## src/rtl/sr_bist_pkg.sv

```systemverilog
// Shared types and constants for the serial delay-line BIST driver.
// The PRBS7 feedback helper is shared by the generator and the checker.
package sr_bist_pkg;

  typedef enum logic [2:0] {IDLE, FLUSH, PROBE, RUN, DONE} state_e;

  localparam int             PRBS_W     = 7;
  localparam logic [PRBS_W-1:0] PRBS7_SEED = 7'h7F;
  localparam int             TAP_HI     = 6;
  localparam int             TAP_LO     = 5;

  // x^7 + x^6 + 1: next bit from the two oldest history positions
  function automatic logic prbs7_fb(input logic [PRBS_W-1:0] s);
    return s[TAP_HI] ^ s[TAP_LO];
  endfunction

endpackage

```

## src/rtl/sr_bist_prbs7.sv

```systemverilog
// 7-bit Fibonacci LFSR (x^7+x^6+1) with synchronous seed load and advance enable.
module sr_bist_prbs7
  import sr_bist_pkg::*;
(
  input  logic clk,
  input  logic rst,
  input  logic en,
  input  logic load,
  output logic prbs_bit
);

  logic [PRBS_W-1:0] lfsr_q;

  assign prbs_bit = prbs7_fb(lfsr_q);

  always_ff @(posedge clk or posedge rst) begin
    if (rst) begin
      lfsr_q <= PRBS7_SEED;
    end else if (load) begin
      lfsr_q <= PRBS7_SEED;
    end else if (en) begin
      lfsr_q <= {lfsr_q[PRBS_W-2:0], prbs_bit};
    end
  end

endmodule

```

## src/rtl/sr_bist_driver.sv

```systemverilog
// BIST transmit/check end for the serial latch delay line: flush, latency probe,
// then PRBS7 stream with a self-synchronising error checker.
module sr_bist_driver
  import sr_bist_pkg::*;
#(
  parameter int BIT_PERIOD = 2,
  parameter int MAX_LAT    = 512,
  parameter int LAT_W      = 10,
  parameter int NUM_BITS   = 1024,
  parameter int ERR_W      = 16
) (
  input  logic             clk,
  input  logic             rst,
  input  logic             start,
  output logic             sr_tx,
  input  logic             sr_rx,
  output logic             busy,
  output logic             done,
  output logic             pass,
  output logic             fault,
  output logic [LAT_W-1:0] latency,
  output logic [ERR_W-1:0] err_cnt
);

  localparam int CW = $clog2(NUM_BITS * BIT_PERIOD + MAX_LAT + 1);
  localparam int TW = (BIT_PERIOD > 1) ? $clog2(BIT_PERIOD) : 1;

  state_e            state_q, state_d;
  logic [CW-1:0]     cyc_q, cyc_d;
  logic [TW-1:0]     tcnt_q, tcnt_d;
  logic [PRBS_W-1:0] hist_q, hist_d;
  logic              tx_d, busy_d, done_d, pass_d, fault_d;
  logic [LAT_W-1:0]  lat_d;
  logic [ERR_W-1:0]  err_d;
  logic              tick, prbs_load, prbs_bit, exp_bit, chk_en;
  logic [CW-1:0]     run_end, warm_end;

  sr_bist_prbs7 u_prbs (
    .clk      (clk),
    .rst      (rst),
    .en       (tick),
    .load     (prbs_load),
    .prbs_bit (prbs_bit)
  );

  // RUN lasts NUM_BITS ticks plus the measured latency so the tail can drain.
  assign run_end  = CW'(NUM_BITS * BIT_PERIOD - 1) + CW'(latency);
  // Strictly after this RUN cycle the history holds seven genuine PRBS bits.
  assign warm_end = CW'(latency) + CW'(7 * BIT_PERIOD);
  assign exp_bit  = prbs7_fb(hist_q);
  assign chk_en   = (cyc_q > warm_end);

  always_comb begin
    state_d   = state_q;
    cyc_d     = cyc_q;
    tcnt_d    = tcnt_q;
    hist_d    = hist_q;
    tx_d      = 1'b0;
    done_d    = done;
    pass_d    = pass;
    fault_d   = fault;
    lat_d     = latency;
    err_d     = err_cnt;
    tick      = 1'b0;
    prbs_load = 1'b0;

    case (state_q)
      IDLE, DONE: begin
        if (start) begin
          state_d = FLUSH;
          cyc_d   = '0;
          done_d  = 1'b0;
          pass_d  = 1'b0;
          fault_d = 1'b0;
          lat_d   = '0;
          err_d   = '0;
        end
      end
      FLUSH: begin
        if (cyc_q == CW'(MAX_LAT - 1)) begin
          cyc_d = '0;
          if (sr_rx) begin
            fault_d = 1'b1;
            state_d = DONE;
          end else begin
            state_d = PROBE;
            tx_d    = 1'b1;
          end
        end else begin
          cyc_d = cyc_q + CW'(1);
        end
      end
      PROBE: begin
        tx_d = (cyc_q + CW'(1)) < CW'(BIT_PERIOD);
        if (sr_rx) begin
          lat_d     = LAT_W'(cyc_q);
          state_d   = RUN;
          cyc_d     = '0;
          tcnt_d    = '0;
          prbs_load = 1'b1;
          tx_d      = 1'b0;
        end else if (cyc_q == CW'(MAX_LAT)) begin
          fault_d = 1'b1;
          lat_d   = '0;
          state_d = DONE;
          tx_d    = 1'b0;
        end else begin
          cyc_d = cyc_q + CW'(1);
        end
      end
      RUN: begin
        cyc_d  = cyc_q + CW'(1);
        tick   = (tcnt_q == '0);
        tcnt_d = (tcnt_q == TW'(BIT_PERIOD - 1)) ? '0 : tcnt_q + TW'(1);
        tx_d   = sr_tx;
        if (tick) begin
          tx_d   = prbs_bit;
          hist_d = {hist_q[PRBS_W-2:0], sr_rx};
          if (chk_en && (sr_rx != exp_bit) && (err_cnt != {ERR_W{1'b1}})) begin
            err_d = err_cnt + ERR_W'(1);
          end
        end
        if (cyc_q == run_end) begin
          state_d = DONE;
          tx_d    = 1'b0;
        end
      end
      default: state_d = IDLE;
    endcase

    if ((state_d == DONE) && (state_q != DONE)) begin
      done_d = 1'b1;
      pass_d = !fault_d && (err_d == '0);
    end
    busy_d = (state_d == FLUSH) || (state_d == PROBE) || (state_d == RUN);
  end

  // Single register stage: every output is a flop, no rx-to-tx combinational path
  always_ff @(posedge clk or posedge rst) begin
    if (rst) begin
      state_q <= IDLE;
      cyc_q   <= '0;
      tcnt_q  <= '0;
      hist_q  <= '0;
      sr_tx   <= 1'b0;
      busy    <= 1'b0;
      done    <= 1'b0;
      pass    <= 1'b0;
      fault   <= 1'b0;
      latency <= '0;
      err_cnt <= '0;
    end else begin
      state_q <= state_d;
      cyc_q   <= cyc_d;
      tcnt_q  <= tcnt_d;
      hist_q  <= hist_d;
      sr_tx   <= tx_d;
      busy    <= busy_d;
      done    <= done_d;
      pass    <= pass_d;
      fault   <= fault_d;
      latency <= lat_d;
      err_cnt <= err_d;
    end
  end

endmodule

```

## config.mk

```make
export PLATFORM = sky130hd
export DESIGN_NAME = sr_bist_driver
export DESIGN_NICKNAME = d
export VERILOG_FILES = /design/src/rtl/sr_bist_pkg.sv /design/src/rtl/sr_bist_prbs7.sv /design/src/rtl/sr_bist_driver.sv
export SDC_FILE = /design/constraint.sdc
export NUM_CORES = 1
export LEC_CHECK = 0
export BUFFER_PORTS_ARGS = -buffer_cell sky130_fd_sc_hd__buf_2
export CORE_MARGIN = 2
export CORE_UTILIZATION = 30
export CTS_BUF_LIST = sky130_fd_sc_hd__clkbuf_16
export DETAILED_ROUTE_END_ITERATION = 16
export SLEW_MARGIN = 0
export SYNTH_ARGS = -nofsm -noshare
export SYNTH_HDL_FRONTEND = slang
export SYNTH_HIERARCHICAL = 1
export SYNTH_SLANG_ARGS = --single-unit
```

## constraint.sdc

```tcl
create_clock -name clk -period 3.77 [get_ports clk]
set_input_delay 0 -clock clk [delete_from_list [all_inputs] [get_ports clk]]
set_output_delay 0 -clock clk [all_outputs]
set_load 0.005 [all_outputs]
```

==> flow_metrics.py <==
metrics = {
    "die": {
        "die_area_um2": 14600,
        "fp.coreArea_um2": 13300,
        "num_rows": 42,
        "initial_core_util_pct": 30.8,
        "io_pins": 35,
        "die_y_um": 121,
        "die_w_um": 121,
    },
    "pwr": {
        "p_switching_w": 0.00148,
        "p_leak_nw": 2.10,
        "power_w": 0.00367,
        "peakVddDrop_mv": 0.311,
        "intPower_w": 0.00220,
        "comb_power_share_pct": 45.6,
        "power.density_nw_per_um2": 753,
        "pwr-share-clk_pct": 25.3,
        "seqPwrFrac_pct": 29.1,
        "switching_share_pct": 40.2,
    },
    "critical_path": {
        "crit_fanout": 4,
        "cp_data_required_time_ns": 4.02,
        "path_class": "reg -> reg",
        "worstRegToRegCells": 13,
        "cpMaxStageDelayCell": "or4_1",
        "cp-end-kind": "register",
        "startpoint_type": "register",
        "r2r_start": "latency[1]",
        "crit_buf_inv": 0,
        "max_stage_delay_ns": 0.44,
        "crit_path_cell_trace": "or3_4, nand3_1, xor2_1, ha_1, nand4b_1, nor4_1, or3_4, a211oi_4, or3b_1, xor2_1, o21ai_1, or4_1, o22ai_2",
        "rrSetupSlack_ns": 0.18,
        "path_delay_family": "simple AND/OR/NAND/NOR gates",
        "r2r_end": "pass",
        "arrival_ns": 3.84,
    },
    "routing": {
        "routedWlPerCell_um": 15.7,
        "drt_wl_total_mm": 10.6,
        "dr.pass1.iters": 5,
        "postRouteAntennaNets": 0,
        "drc": 0,
        "drt_iter0_drc": 403,
        "via_count": 3625,
        "viasPerCell": 5.35,
    },
    "global_route": {
        "grt_use_total_pct": 15.1,
        "grt_pass1_wl_mm": 17.4,
        "first_global_vias": 3505,
        "grt_antenna_before_repair": 0,
        "grt_max_degree": 55,
        "grt-ovfl-total": 0,
    },
    "yosys": {
        "ys_async_sr_fraction_pct": 100,
        "syn_inst": 459,
        "synth_area_leader_cell": "dfrtp_1",
        "yosysMostFrequentCell": "dfrtp_1",
        "syn-num-nets": 479,
        "synthTopCellsByArea": "dfrtp_1 33%, ha_1 4.9%, nand2_1 4.7%",
        "synth.avg_cell_area_um2": 8.92,
        "synth-edff-count": 0,
        "dominantRegCellSynth": "dfrtp_1",
        "post_synth_instance_area_um2": 4090,
        "yosys_warnings": 6,
        "synth_seq_cells": 61,
        "ys_seq_area_share_pct": 37.5,
        "yosysUniqueCellTypes": 68,
        "ys_top_cells_by_count": "54 x dfrtp_1, 51 x nand2_1, 30 x o21ai_0",
        "synth_top_area_share_pct": 33.0,
    },
    "timing": {
        "holdWs_ns": 0.0211,
        "fin_setup_tns_ns": 0,
        "setup_violations": 0,
        "min_period_ns": 3.59,
        "worstMarginPinSlew_ns": 1.09,
        "finalCritPeriodShare_pct": 95.2,
        "hold_violations": 0,
        "slew_viol_final": 0,
        "rsz0062_at_grt": "no",
        "skew_ns": 0.00758,
        "max_freq_mhz": 279,
        "relSlewSlack_pct": 27.0,
    },
    "cts": {
        "clk_latency_ns": 0.33,
        "cts_buffers": 9,
        "htreeDepth": 3,
        "cts_buffer_depth": 2,
        "cts_tree": "built",
        "clock-sinks": 61,
        "root_buffer": "clkbuf_16",
        "clkTransAtPathRegs_ns": 0.06,
    },
    "place": {
        "place_inst": 655,
        "gp_congestion": 0.858,
        "port_buffers": 34,
        "hpwl_mm": 7.45,
    },
    "hold_path": {
        "hold_path_end": "state_q[2]",
        "hold-path-cell-count": 3,
        "worstHoldStart": "start",
        "min_path_type": "in -> reg",
    },
    "layout": {
        "fin_util_pct": 36.7,
        "nNetsFinal": 516,
        "fin_cells": 677,
        "diodes": 0,
        "drive_above_1_share_pct": 20.4,
        "area_delta_synth_final_pct": 19.1,
    },
    "run_status": {
        "status": "completed",
    },
    "flow_run": {
        "maxCapViolCount": 0,
    },
}
==> through the flow <==
| step | cell area [µm²] | worst slack (ns) |
|---|---|---|
| finish | 4880 | 0.182 |
| global route | 4880 | 0.0000919 |
| CTS | 4810 | 0.0712 |
| detailed placement | 4470 | 0.0865 |
| global placement | 4470 | 0.225 |
| floorplan | 4090 | 0.313 |
==> cell type report <==
cell class                      count  area, µm²
Clock buffer                        9        225
Clock inverter                      7        105
Fill cell                        1342       8420
Inverter                           19       71.3
Multi-Input combinational cell    348       2370
Sequential cell                    61       1540
Tap cell                          176        220
Timing Repair Buffer               57        349
==> metal layers <==
metal  track usage [%]  wire, µm  part of all wire, %
met1              19.9      5030                   47
met2              23.4      4910                   46
met3              3.68       496                  4.7
met4              6.47       192                  1.8
met5                 0         0                    0
==> layout by cell type, fill, tap and decap left out, types with 5 or more instances in the layout <==
| cell type | Yosys | layout |
|---|---|---|
| o211ai_1 | 5 | 5 |
| a22o_1 | 10 | 10 |
| inv_1 | 19 | 19 |
| a21oi_1 | 15 | 15 |
| nand4_1 | 8 | 8 |
| and3_1 | 7 | 7 |
| buf_2 | 7 | 34 |
| nor2b_1 | 6 | 6 |
| xor2_1 | 13 | 13 |
| or4_1 | 6 | 6 |
| nand2_1 | 51 | 51 |
| nor3_1 | 8 | 8 |
| dfrtp_1 | 54 | 54 |
| nor2_1 | 27 | 27 |
| buf_4 | 1 | 21 |
| nand3_1 | 28 | 28 |
| o31ai_1 | 7 | 7 |
| clkbuf_16 | 0 | 9 |
| dfstp_2 | 7 | 7 |
| mux2_2 | 7 | 7 |
| mux2i_1 | 7 | 7 |
| a31oi_1 | 6 | 6 |
| o21ai_1 | 5 | 5 |
| ha_1 | 16 | 15 |
| xnor2_1 | 12 | 12 |
| o21ai_0 | 30 | 30 |
==> flip-flops by register name, summed over array words and instances, names as in the netlist, 3 cells and up <==
register       flops
err_cnt           16
state_q            3
cyc_q             12
latency           10
u_prbs/lfsr_q      7
hist_q             7
==> worst max path at each step <==
stage / start / to / depth (start not counted)
after floorplan: latency[5] / pass / 14
after global placement: latency[1] / pass / 15
after detailed placement: latency[1] / pass / 15
after CTS: latency[1] / pass / 15
after global routing: latency[1] / pass / 15
final: latency[1] / pass / 13
==> worst min-delay path: stages <==
cell and delay, ns:
buf_2 0.11, nor2b_1 0.05, o21a_1 0.15
==> power groups by stage <==
stage,Combinational (W),Clock [W],Sequential [W]
floorplan,0.00126,0,0.00101
global placement,0.00157,0,0.00107
detailed placement,0.00161,0,0.00108
CTS,0.00162,0.000941,0.00107
global route,0.00187,0.000977,0.00111
finish,0.00168,0.000929,0.00107
==> cells by family (layout without fill, tap and decap cells) <==
| logic type | count (synthesis) | after routing | share of synthesized area [%] |
|---|---|---|---|
| flip-flops | 61 | 61 | 37.5 |
| multiplexers | 14 | 14 | 3.64 |
| XOR/XNOR | 25 | 25 | 5.35 |
| AO/OA/AOI/OAI | 115 | 115 | 20.1 |
| AND/OR/NAND/NOR | 178 | 178 | 23.3 |
| adder cells (fa/ha/maj) | 16 | 16 | 4.89 |
| buffers and inverters | 50 | 92 | 5.26 |
==> repair_timing <==
item,in CTS,in global routing
buffers inserted,0,5
endpoints found under the setup margin,0,1
hold endpoints to repair,61,0
resized for setup,0,6
hold buffers,1,0
Power figures use the tool's default switching activity.
